[src/rtl/alu_pkg.sv]
// Shared ALU definitions.
// Holds the operation encodings used by the operand stage and the ALU, plus
// the default operand and register-address widths.
package alu_pkg;

  localparam int DATA_W_DFLT = 32;
  localparam int REG_AW_DFLT = 5;

  typedef enum logic [3:0] {
    ALU_ADD  = 4'd0,
    ALU_SUB  = 4'd1,
    ALU_SLT  = 4'd2,
    ALU_SLTU = 4'd3,
    ALU_AND  = 4'd4,
    ALU_OR   = 4'd5,
    ALU_XOR  = 4'd6,
    ALU_SLL  = 4'd7,
    ALU_SRL  = 4'd8,
    ALU_SRA  = 4'd9
  } alu_op_e;

endpackage

[src/rtl/operand_bypass.sv]
// Per-source operand selection at capture time.
// Ports:
//   addr     - source register index
//   reg_data - register-file read data for that index
//   wb_valid - writeback bus carries a result this cycle
//   wb_addr  - writeback destination index
//   wb_data  - writeback result
//   data     - selected operand value
// Register 0 always reads as zero; that check wins over the bypass so a
// writeback aimed at register 0 can never leak into an operand.
module operand_bypass
  import alu_pkg::*;
#(
  parameter int DATA_W = DATA_W_DFLT,
  parameter int REG_AW = REG_AW_DFLT
) (
  input  logic [REG_AW-1:0] addr,
  input  logic [DATA_W-1:0] reg_data,
  input  logic              wb_valid,
  input  logic [REG_AW-1:0] wb_addr,
  input  logic [DATA_W-1:0] wb_data,
  output logic [DATA_W-1:0] data
);

  always_comb begin
    data = reg_data;
    if (addr == '0) begin
      data = '0;
    end else if (wb_valid && (wb_addr == addr)) begin
      data = wb_data;
    end
  end

endmodule

[src/rtl/alu_operand_stage.sv]
// ALU operand stage: two-entry (main + skid) buffer between decode and ALU.
// Ports:
//   iClk, iRstN                 - clock, asynchronous active-low reset
//   iValid / oReady             - upstream handshake (oReady is registered)
//   iRs1Addr/iRs1Data, iRs2Addr/iRs2Data - register sources
//   iImm, iUseImm               - immediate replaces the rs2 operand
//   iAluOp, iRdAddr             - operation and destination register
//   iWbValid, iWbAddr, iWbData  - writeback bypass bus
//   iFlush                      - drop every held op
//   oValid / iReady             - downstream handshake
//   oDataA, oDataB, oAluOp, oRdAddr - operands presented from the main entry
// Held operands keep listening to the writeback bus so an op that stalls
// here still leaves with the newest register value.
module alu_operand_stage
  import alu_pkg::*;
#(
  parameter int DATA_W = DATA_W_DFLT,
  parameter int REG_AW = REG_AW_DFLT
) (
  input  logic              iClk,
  input  logic              iRstN,
  input  logic              iValid,
  output logic              oReady,
  input  logic [REG_AW-1:0] iRs1Addr,
  input  logic [REG_AW-1:0] iRs2Addr,
  input  logic [DATA_W-1:0] iRs1Data,
  input  logic [DATA_W-1:0] iRs2Data,
  input  logic [DATA_W-1:0] iImm,
  input  logic              iUseImm,
  input  logic [3:0]        iAluOp,
  input  logic [REG_AW-1:0] iRdAddr,
  input  logic              iWbValid,
  input  logic [REG_AW-1:0] iWbAddr,
  input  logic [DATA_W-1:0] iWbData,
  input  logic              iFlush,
  output logic              oValid,
  input  logic              iReady,
  output logic [DATA_W-1:0] oDataA,
  output logic [DATA_W-1:0] oDataB,
  output logic [3:0]        oAluOp,
  output logic [REG_AW-1:0] oRdAddr
);

  // Main entry (drives the outputs)
  logic              main_valid_reg;
  logic [DATA_W-1:0] main_a_reg, main_b_reg;
  logic [REG_AW-1:0] main_a_addr_reg, main_b_addr_reg;
  logic [3:0]        main_op_reg;
  logic [REG_AW-1:0] main_rd_reg;

  // Skid entry
  logic              skid_valid_reg;
  logic [DATA_W-1:0] skid_a_reg, skid_b_reg;
  logic [REG_AW-1:0] skid_a_addr_reg, skid_b_addr_reg;
  logic [3:0]        skid_op_reg;
  logic [REG_AW-1:0] skid_rd_reg;

  logic              accept;
  logic              drain;
  logic [DATA_W-1:0] byp_a, byp_b;
  logic [DATA_W-1:0] cap_b;
  logic [REG_AW-1:0] cap_b_addr;
  logic [DATA_W-1:0] main_a_upd, main_b_upd, skid_a_upd, skid_b_upd;

  // Ready depends only on skid occupancy, which is itself a register.
  assign oReady  = ~skid_valid_reg;
  assign oValid  = main_valid_reg;
  assign oDataA  = main_a_reg;
  assign oDataB  = main_b_reg;
  assign oAluOp  = main_op_reg;
  assign oRdAddr = main_rd_reg;

  assign accept = iValid && oReady;
  assign drain  = main_valid_reg && iReady;

  operand_bypass #(.DATA_W(DATA_W), .REG_AW(REG_AW)) u_byp_a (
    .addr     (iRs1Addr),
    .reg_data (iRs1Data),
    .wb_valid (iWbValid),
    .wb_addr  (iWbAddr),
    .wb_data  (iWbData),
    .data     (byp_a)
  );

  operand_bypass #(.DATA_W(DATA_W), .REG_AW(REG_AW)) u_byp_b (
    .addr     (iRs2Addr),
    .reg_data (iRs2Data),
    .wb_valid (iWbValid),
    .wb_addr  (iWbAddr),
    .wb_data  (iWbData),
    .data     (byp_b)
  );

  // An immediate B operand is stored with address 0 so later writebacks
  // never overwrite it.
  assign cap_b      = iUseImm ? iImm : byp_b;
  assign cap_b_addr = iUseImm ? '0 : iRs2Addr;

  function automatic logic wb_hit(input logic [REG_AW-1:0] a,
                                  input logic              wb_valid,
                                  input logic [REG_AW-1:0] wb_addr);
    return wb_valid && (a != '0) && (a == wb_addr);
  endfunction

  // Writeback snooping for operands already held in either entry.
  always_comb begin
    main_a_upd = main_a_reg;
    main_b_upd = main_b_reg;
    skid_a_upd = skid_a_reg;
    skid_b_upd = skid_b_reg;
    if (wb_hit(main_a_addr_reg, iWbValid, iWbAddr)) main_a_upd = iWbData;
    if (wb_hit(main_b_addr_reg, iWbValid, iWbAddr)) main_b_upd = iWbData;
    if (wb_hit(skid_a_addr_reg, iWbValid, iWbAddr)) skid_a_upd = iWbData;
    if (wb_hit(skid_b_addr_reg, iWbValid, iWbAddr)) skid_b_upd = iWbData;
  end

  always_ff @(posedge iClk or negedge iRstN) begin
    if (!iRstN) begin
      main_valid_reg  <= 1'b0;
      main_a_reg      <= '0;
      main_b_reg      <= '0;
      main_a_addr_reg <= '0;
      main_b_addr_reg <= '0;
      main_op_reg     <= '0;
      main_rd_reg     <= '0;
      skid_valid_reg  <= 1'b0;
      skid_a_reg      <= '0;
      skid_b_reg      <= '0;
      skid_a_addr_reg <= '0;
      skid_b_addr_reg <= '0;
      skid_op_reg     <= '0;
      skid_rd_reg     <= '0;
    end else if (iFlush) begin
      // Flush wins over any accept in the same cycle.
      main_valid_reg  <= 1'b0;
      main_a_reg      <= '0;
      main_b_reg      <= '0;
      main_a_addr_reg <= '0;
      main_b_addr_reg <= '0;
      main_op_reg     <= '0;
      main_rd_reg     <= '0;
      skid_valid_reg  <= 1'b0;
      skid_a_reg      <= '0;
      skid_b_reg      <= '0;
      skid_a_addr_reg <= '0;
      skid_b_addr_reg <= '0;
      skid_op_reg     <= '0;
      skid_rd_reg     <= '0;
    end else begin
      // Default: held operands absorb matching writebacks.
      main_a_reg <= main_a_upd;
      main_b_reg <= main_b_upd;
      skid_a_reg <= skid_a_upd;
      skid_b_reg <= skid_b_upd;

      if (!main_valid_reg || drain) begin
        if (skid_valid_reg) begin
          // Skid is older than anything upstream; promote it first.
          // oReady was low, so nothing is accepted this cycle.
          main_valid_reg  <= 1'b1;
          main_a_reg      <= skid_a_upd;
          main_b_reg      <= skid_b_upd;
          main_a_addr_reg <= skid_a_addr_reg;
          main_b_addr_reg <= skid_b_addr_reg;
          main_op_reg     <= skid_op_reg;
          main_rd_reg     <= skid_rd_reg;
          skid_valid_reg  <= 1'b0;
        end else if (accept) begin
          main_valid_reg  <= 1'b1;
          main_a_reg      <= byp_a;
          main_b_reg      <= cap_b;
          main_a_addr_reg <= iRs1Addr;
          main_b_addr_reg <= cap_b_addr;
          main_op_reg     <= iAluOp;
          main_rd_reg     <= iRdAddr;
        end else begin
          main_valid_reg  <= 1'b0;
        end
      end else if (accept) begin
        // Main is stalled: park the new op.
        skid_valid_reg  <= 1'b1;
        skid_a_reg      <= byp_a;
        skid_b_reg      <= cap_b;
        skid_a_addr_reg <= iRs1Addr;
        skid_b_addr_reg <= cap_b_addr;
        skid_op_reg     <= iAluOp;
        skid_rd_reg     <= iRdAddr;
      end
    end
  end

endmodule

[config.mk]
export PLATFORM = sky130hd
export DESIGN_NAME = alu_operand_stage
export DESIGN_NICKNAME = d
export VERILOG_FILES = /design/src/rtl/alu_pkg.sv /design/src/rtl/operand_bypass.sv /design/src/rtl/alu_operand_stage.sv
export SDC_FILE = /design/constraint.sdc
export NUM_CORES = 1
export LEC_CHECK = 0
export BUFFER_PORTS_ARGS = -buffer_cell sky130_fd_sc_hd__buf_2
export CORE_UTILIZATION = 40
export DETAILED_ROUTE_END_ITERATION = 8
export PLACE_DENSITY = 0.72
export SYNTH_ARGS = -nofsm -noshare
export SYNTH_HDL_FRONTEND = slang
export SYNTH_SLANG_ARGS = --single-unit
[constraint.sdc]
create_clock -name iClk -period 5.6 [get_ports iClk]
set_input_delay 0.56 -clock iClk [delete_from_list [all_inputs] [get_ports iClk]]
set_output_delay 0.56 -clock iClk [all_outputs]
set_load 0.03 [all_outputs]
# Word-level counts from Yosys, hierarchy flattened
# Cells that the tools add are included.
[word_totals]
in_bits = 159
out_inout_bits = 75
regBits = 168
word_cells = 103
[op_classes]
reduce_logical = 26
n_mux = 55
eq_ne = 7
bitwise = 1
[ops]
columns = ["cell", "count"]
rows = [
  ["$mux W32", 23],
  ["$mux W5", 19],
  ["$eq A5 B5 Y1", 6],
  ["$mux W4", 6],
  ["$reduce_bool A5 Y1", 4],
  ["$logic_and A1 B1 Y1", 12],
  ["$logic_not A5 Y1", 2],
  ["$mux W1", 7],
  ["$reduce_bool A3 Y1", 2],
  ["$reduce_and A2 Y1", 2],
  ["$reduce_bool A2 Y1", 2],
  ["$ne A2 B2 Y1 const B", 1],
  ["$logic_not A1 Y1", 1],
  ["$logic_or A1 B1 Y1", 1],
  ["$not A1 Y1", 1],
]

# Depth between registers and ports, before layout
[logic_depth]
word_depth = 9
mapped_depth = 10
depth_no_buf = 6

# Cells and area by module
# Synthesis repeated with hierarchy kept, for this count alone.
[unflattened]
cells_unflattened = 1524
hier_area_um2 = 12431.9
[by_module_without_submodules]
columns = ["module", "seq_area_each_um2", "cells_each", "area_each_um2", "n_inst"]
rows = [
  ["alu_operand_stage", 4204.0, 1278, 11140.7, 1],
  ["operand_bypass", 0.0, 123, 645.6, 2],
]

# Worst setup path before layout
# OpenSTA, ideal clock, no wires.
[synth_timing]
kind = "input port to flip-flop"
start = "in iWbAddr[1]"
end = "reg skid_b_reg[10]"
setup_slack_ps = 3316
path_buffers = 3
arrival_ps = 2158
required_time_ps = 5474
setup_time_ps = 126
stages = 9
path_cell_list = "buf_4 -> xor2_1 -> nor4_1 -> and3_1 -> buf_6 -> buf_4 -> mux2i_1 -> nor2b_1 -> o311a_1"
[synth_via]
elab_chain_cells = 8
elab_cells_between_ends = 11
classes_between = "2 x eq/ne; 7 x mux; 2 x reduce/logical"
[synth_rtl]
columns = ["element", "line", "source"]
rows = [
  ["start, declared", "alu_operand_stage.sv:33", "input logic [REG_AW-1:0] iWbAddr,"],
  ["$eq A5 B5 Y1", "operand_bypass.sv:29", "end else if (wb_valid && (wb_addr == addr)) begin"],
  ["$logic_and A1 B1 Y1", "operand_bypass.sv:29", ""],
  ["$mux W32", "operand_bypass.sv:29", ""],
  ["$mux W32", "operand_bypass.sv:27", "if (addr == '0) begin"],
  ["$mux W32", "alu_operand_stage.sv:96", "assign cap_b = iUseImm ? iImm : byp_b;"],
  ["$mux W32", "alu_operand_stage.sv:179", "end else if (accept) begin"],
  ["$mux W32 (*)", "alu_operand_stage.sv:156", "if (!main_valid_reg || drain) begin"],
  ["$mux W32 (*)", "alu_operand_stage.sv:133", "end else if (iFlush) begin"],
  ["end signal, assigned", "alu_operand_stage.sv:154", "skid_b_reg <= skid_b_upd;"],
  ["end signal, assigned", "alu_operand_stage.sv:183", "skid_b_reg <= cap_b;"],
  ["end, declared", "alu_operand_stage.sv:53", "logic [DATA_W-1:0] skid_a_reg, skid_b_reg;"],
]
# Mark *: on every way between the ends. The rest lies on a longest branch, timed or not.
# A chain may end at the register's enable or synchronous reset.

# Worst setup path after layout
[layout_timing]
start = "reg skid_valid_reg"
end = "reg main_rd_reg[2] (netlist: oRdAddr[2])"
[layout_via]
elab_chain_cells = 4
elab_cells_between_ends = 7
classes_between = "3 x mux; 1 x bitwise; 3 x reduce/logical"
[layout_rtl]
columns = ["element", "line", "source"]
rows = [
  ["start, declared", "alu_operand_stage.sv:52", "logic skid_valid_reg;"],
  ["start signal, assigned", "alu_operand_stage.sv:126", "skid_valid_reg <= 1'b0;"],
  ["start signal, assigned", "alu_operand_stage.sv:142", "skid_valid_reg <= 1'b0;"],
  ["start signal, assigned", "alu_operand_stage.sv:167", "skid_valid_reg <= 1'b0;"],
  ["$not A1 Y1", "alu_operand_stage.sv:66", "assign oReady = ~skid_valid_reg;"],
  ["$logic_and A1 B1 Y1", "alu_operand_stage.sv:73", "assign accept = iValid && oReady;"],
  ["$reduce_bool A3 Y1 (no source line)", "--", ""],
  ["$reduce_and A2 Y1 (no source line)", "--", ""],
  ["end signal, assigned", "alu_operand_stage.sv:166", "main_rd_reg <= skid_rd_reg;"],
  ["end signal, assigned", "alu_operand_stage.sv:175", "main_rd_reg <= iRdAddr;"],
  ["end, declared", "alu_operand_stage.sv:49", "logic [REG_AW-1:0] main_rd_reg;"],
]
# Parallel ways exist; a longest one is shown, timed or not. The select of a mux whose other input is x is not followed.

==> impl_metrics.ini <==
[timing]
finalCritPeriodShare_pct = 56.99
finalHoldViolCount = 0
report.final.slew_viol_count = 0
setup_violations = 0
tightest_slew_ns = 1.164
setup_tns_ns = 0
period_minus_slack_ns = 3.191
fin_skew_ns = 0.01528
fmax_ghz = 0.3134
rsz0062_at_grt = no
setup_ws_ns = 2.409
relSlewSlack_pct = 22.38

[drt]
wl_um = 34980
wl_per_cell_um = 20.84
ant_nets = 0
first_iter_violations = 988
vias = 9852
drc = 0
dr.pass1.iters = 5
via_per_inst = 5.868

[place]
dp_cells = 1640
dpl_cell_area_mm2 = 0.01211
post-place-ws_ns = 2.242
place.detailed.hpwl_um = 22520
port_buffers = 233
gp_congestion = 0.8443

[cts]
root_buffer = clkbuf_16
cts_resized = 0
ctsLongestPathBuffers = 2
clk_pin_slew_ns = 0.06
cts.htree.levels = 4
cts_setup_buffers = 0
cts_sinks = 168
clk_latency_ns = 0.44
cts_tree = yes
cts_hold_buf = 0
cts_buffers = 17

[global_route]
grt_usage_pct = 25.13
grt_max_degree = 169
first_global_vias = 9686
antenna_found_initial = 9
overflow = 0
grt_pass1_wl_um = 54900

[setup_path]
reg2reg_depth = 5
reg2reg_from = skid_valid_reg
r2r_slack_ns = 2.41
worstReg2RegEnd = oRdAddr[2]
cp-end-kind = flip-flop
path_max_fanout = 51
setup.worst_path.start_class = flip-flop
path_class = reg -> reg
cp.arrival_ns = 3.53
required_ns = 5.94

[power]
vdd_drop_max_v = 0.0001745
power_density_mw_per_mm2 = 248.3
power_leakage_nw = 5.442

[finish]
layout-drive-gt1-share_pct = 23.82
design_area_mm2 = 0.01269
area.sequential_mm2 = 0.004208
multi_input_area_mm2 = 0.006170
utilization_pct = 47.33
stdcell_count = 1679
fin_nets = 1477
area_delta_synth_final_pct = 16.61
fillCellCount = 2524

[synth]
async_reset_ff_share_pct = 100.0
ys_seq_area_share_pct = 38.64
synth.area.top_cells = dfrtp_1, mux2i_1, nand2_1
synth_top_cell_area_share_pct = 38.64
syn-mean-instance-area_um2 = 9.371
ys_types = 47
syn_inst = 1161
synth_area_leader_cell = dfrtp_1
yosys.cell_count.top_type = mux2i_1
ys_seq_elements = 168
synth_area_mm2 = 0.01088
netlist_top_cells_count = mux2i_1, dfrtp_1, nand2_1
synth_edf_count = 0
synth.net_count = 1320
yosys_warnings = 0
synth_flop_cell = dfrtp_1

[outcome]
outcome = finished, final reports clean

[floorplan]
start_util_pct = 40.59
ios = 234
core_mm2 = 0.02680
die_w_um = 166.9
die_h_um = 166.9
die_area_mm2 = 0.02786
rows = 60

[flow_run]
cap_violations = 0

[hold_path]
min_path_type = in -> async
where the power goes:
| part | switching, mW | internal, mW | total [mW] |
|---|---|---|---|
| Combinational | 0.435 | 0.241 | 0.675 |
| Sequential | 0.0442 | 1.29 | 1.33 |
| Clock | 0.533 | 0.612 | 1.14 |
final cells by class:
type / count / share of cell area, %
tap: 341 / 3.363
multi-input combinational: 881 / 48.63
antenna: 7 / 0.1381
sequential: 168 / 33.17
timing repair buffer: 248 / 10.23
clock inverter: 11 / 0.7003
clock buffer: 21 / 3.708
inverter: 2 / 0.05918
placed cells by master (no fill, tap or decap), types with 7 or more instances in the layout:
| cell type | instances |
|---|---|
| nor2_1 | 46 |
| a21oi_1 | 104 |
| mux2i_1 | 194 |
| o311a_1 | 21 |
| nand2_1 | 139 |
| a2bb2oi_1 | 11 |
| diode_2 | 7 |
| o21a_1 | 8 |
| o211ai_1 | 8 |
| clkbuf_16 | 17 |
| dfrtp_1 | 167 |
| a31o_1 | 7 |
| nand3_1 | 34 |
| buf_4 | 14 |
| nor2b_1 | 23 |
| and3_1 | 41 |
| nor3b_1 | 10 |
| buf_2 | 232 |
| and2_1 | 24 |
| o22a_1 | 11 |
| o221ai_1 | 21 |
| a22oi_1 | 22 |
| o21ai_0 | 59 |
| o2bb2ai_1 | 22 |
| mux2_2 | 11 |
| xnor2_1 | 20 |
kinds of logic after synthesis:
logic type	count (synthesis)	share of synthesized area, %
mux	209	19.51
compound gates	317	20.34
xor+xnor	26	2.093
buf+inv	112	5.072
flops	168	38.64
simple gates	329	14.34
per-stage QoR:
step	hold WS (ns)	power, mW
finish	0.2633	3.150
global route	0.3707	3.281
CTS	0.3577	3.170
detailed placement	0.4659	2.026
global placement	0.4622	2.010
floorplan	0.2644	1.763
metal layers:
| layer | routed length, µm | share of wire, % | up-vias | track usage [%] |
|---|---|---|---|---|
| li1 | - | - | 4557 | - |
| met1 | 14940 | 43 | 4784 | 33.57 |
| met2 | 16240 | 46 | 423 | 38.91 |
| met3 | 2669 | 7.6 | 78 | 5.989 |
| met4 | 1068 | 3.1 | 10 | 10.43 |
| met5 | 68 | 0.19 | - | 0 |
worst max-delay path: stages (launching register included):
cell and delay (ns):
dfrtp_4 0.70, buf_4 0.42, o21ai_2 0.98, and2_1 0.78, nand2_1 0.11, o21ai_0 0.11
worst max path at each step:
stage | startpoint | end | cells past startpoint
2_1_floorplan | iWbAddr[1] | skid_b_reg[10] | 9
3_3_place_gp | iValid | skid_a_reg[7] | 7
3_5_place_dp | iValid | skid_a_reg[18] | 7
4_1_cts | skid_valid_reg | oRdAddr[2] | 5
5_1_grt | skid_valid_reg | oAluOp[1] | 5
6_report | skid_valid_reg | oRdAddr[2] | 5
(Power assumes the default switching activity.)
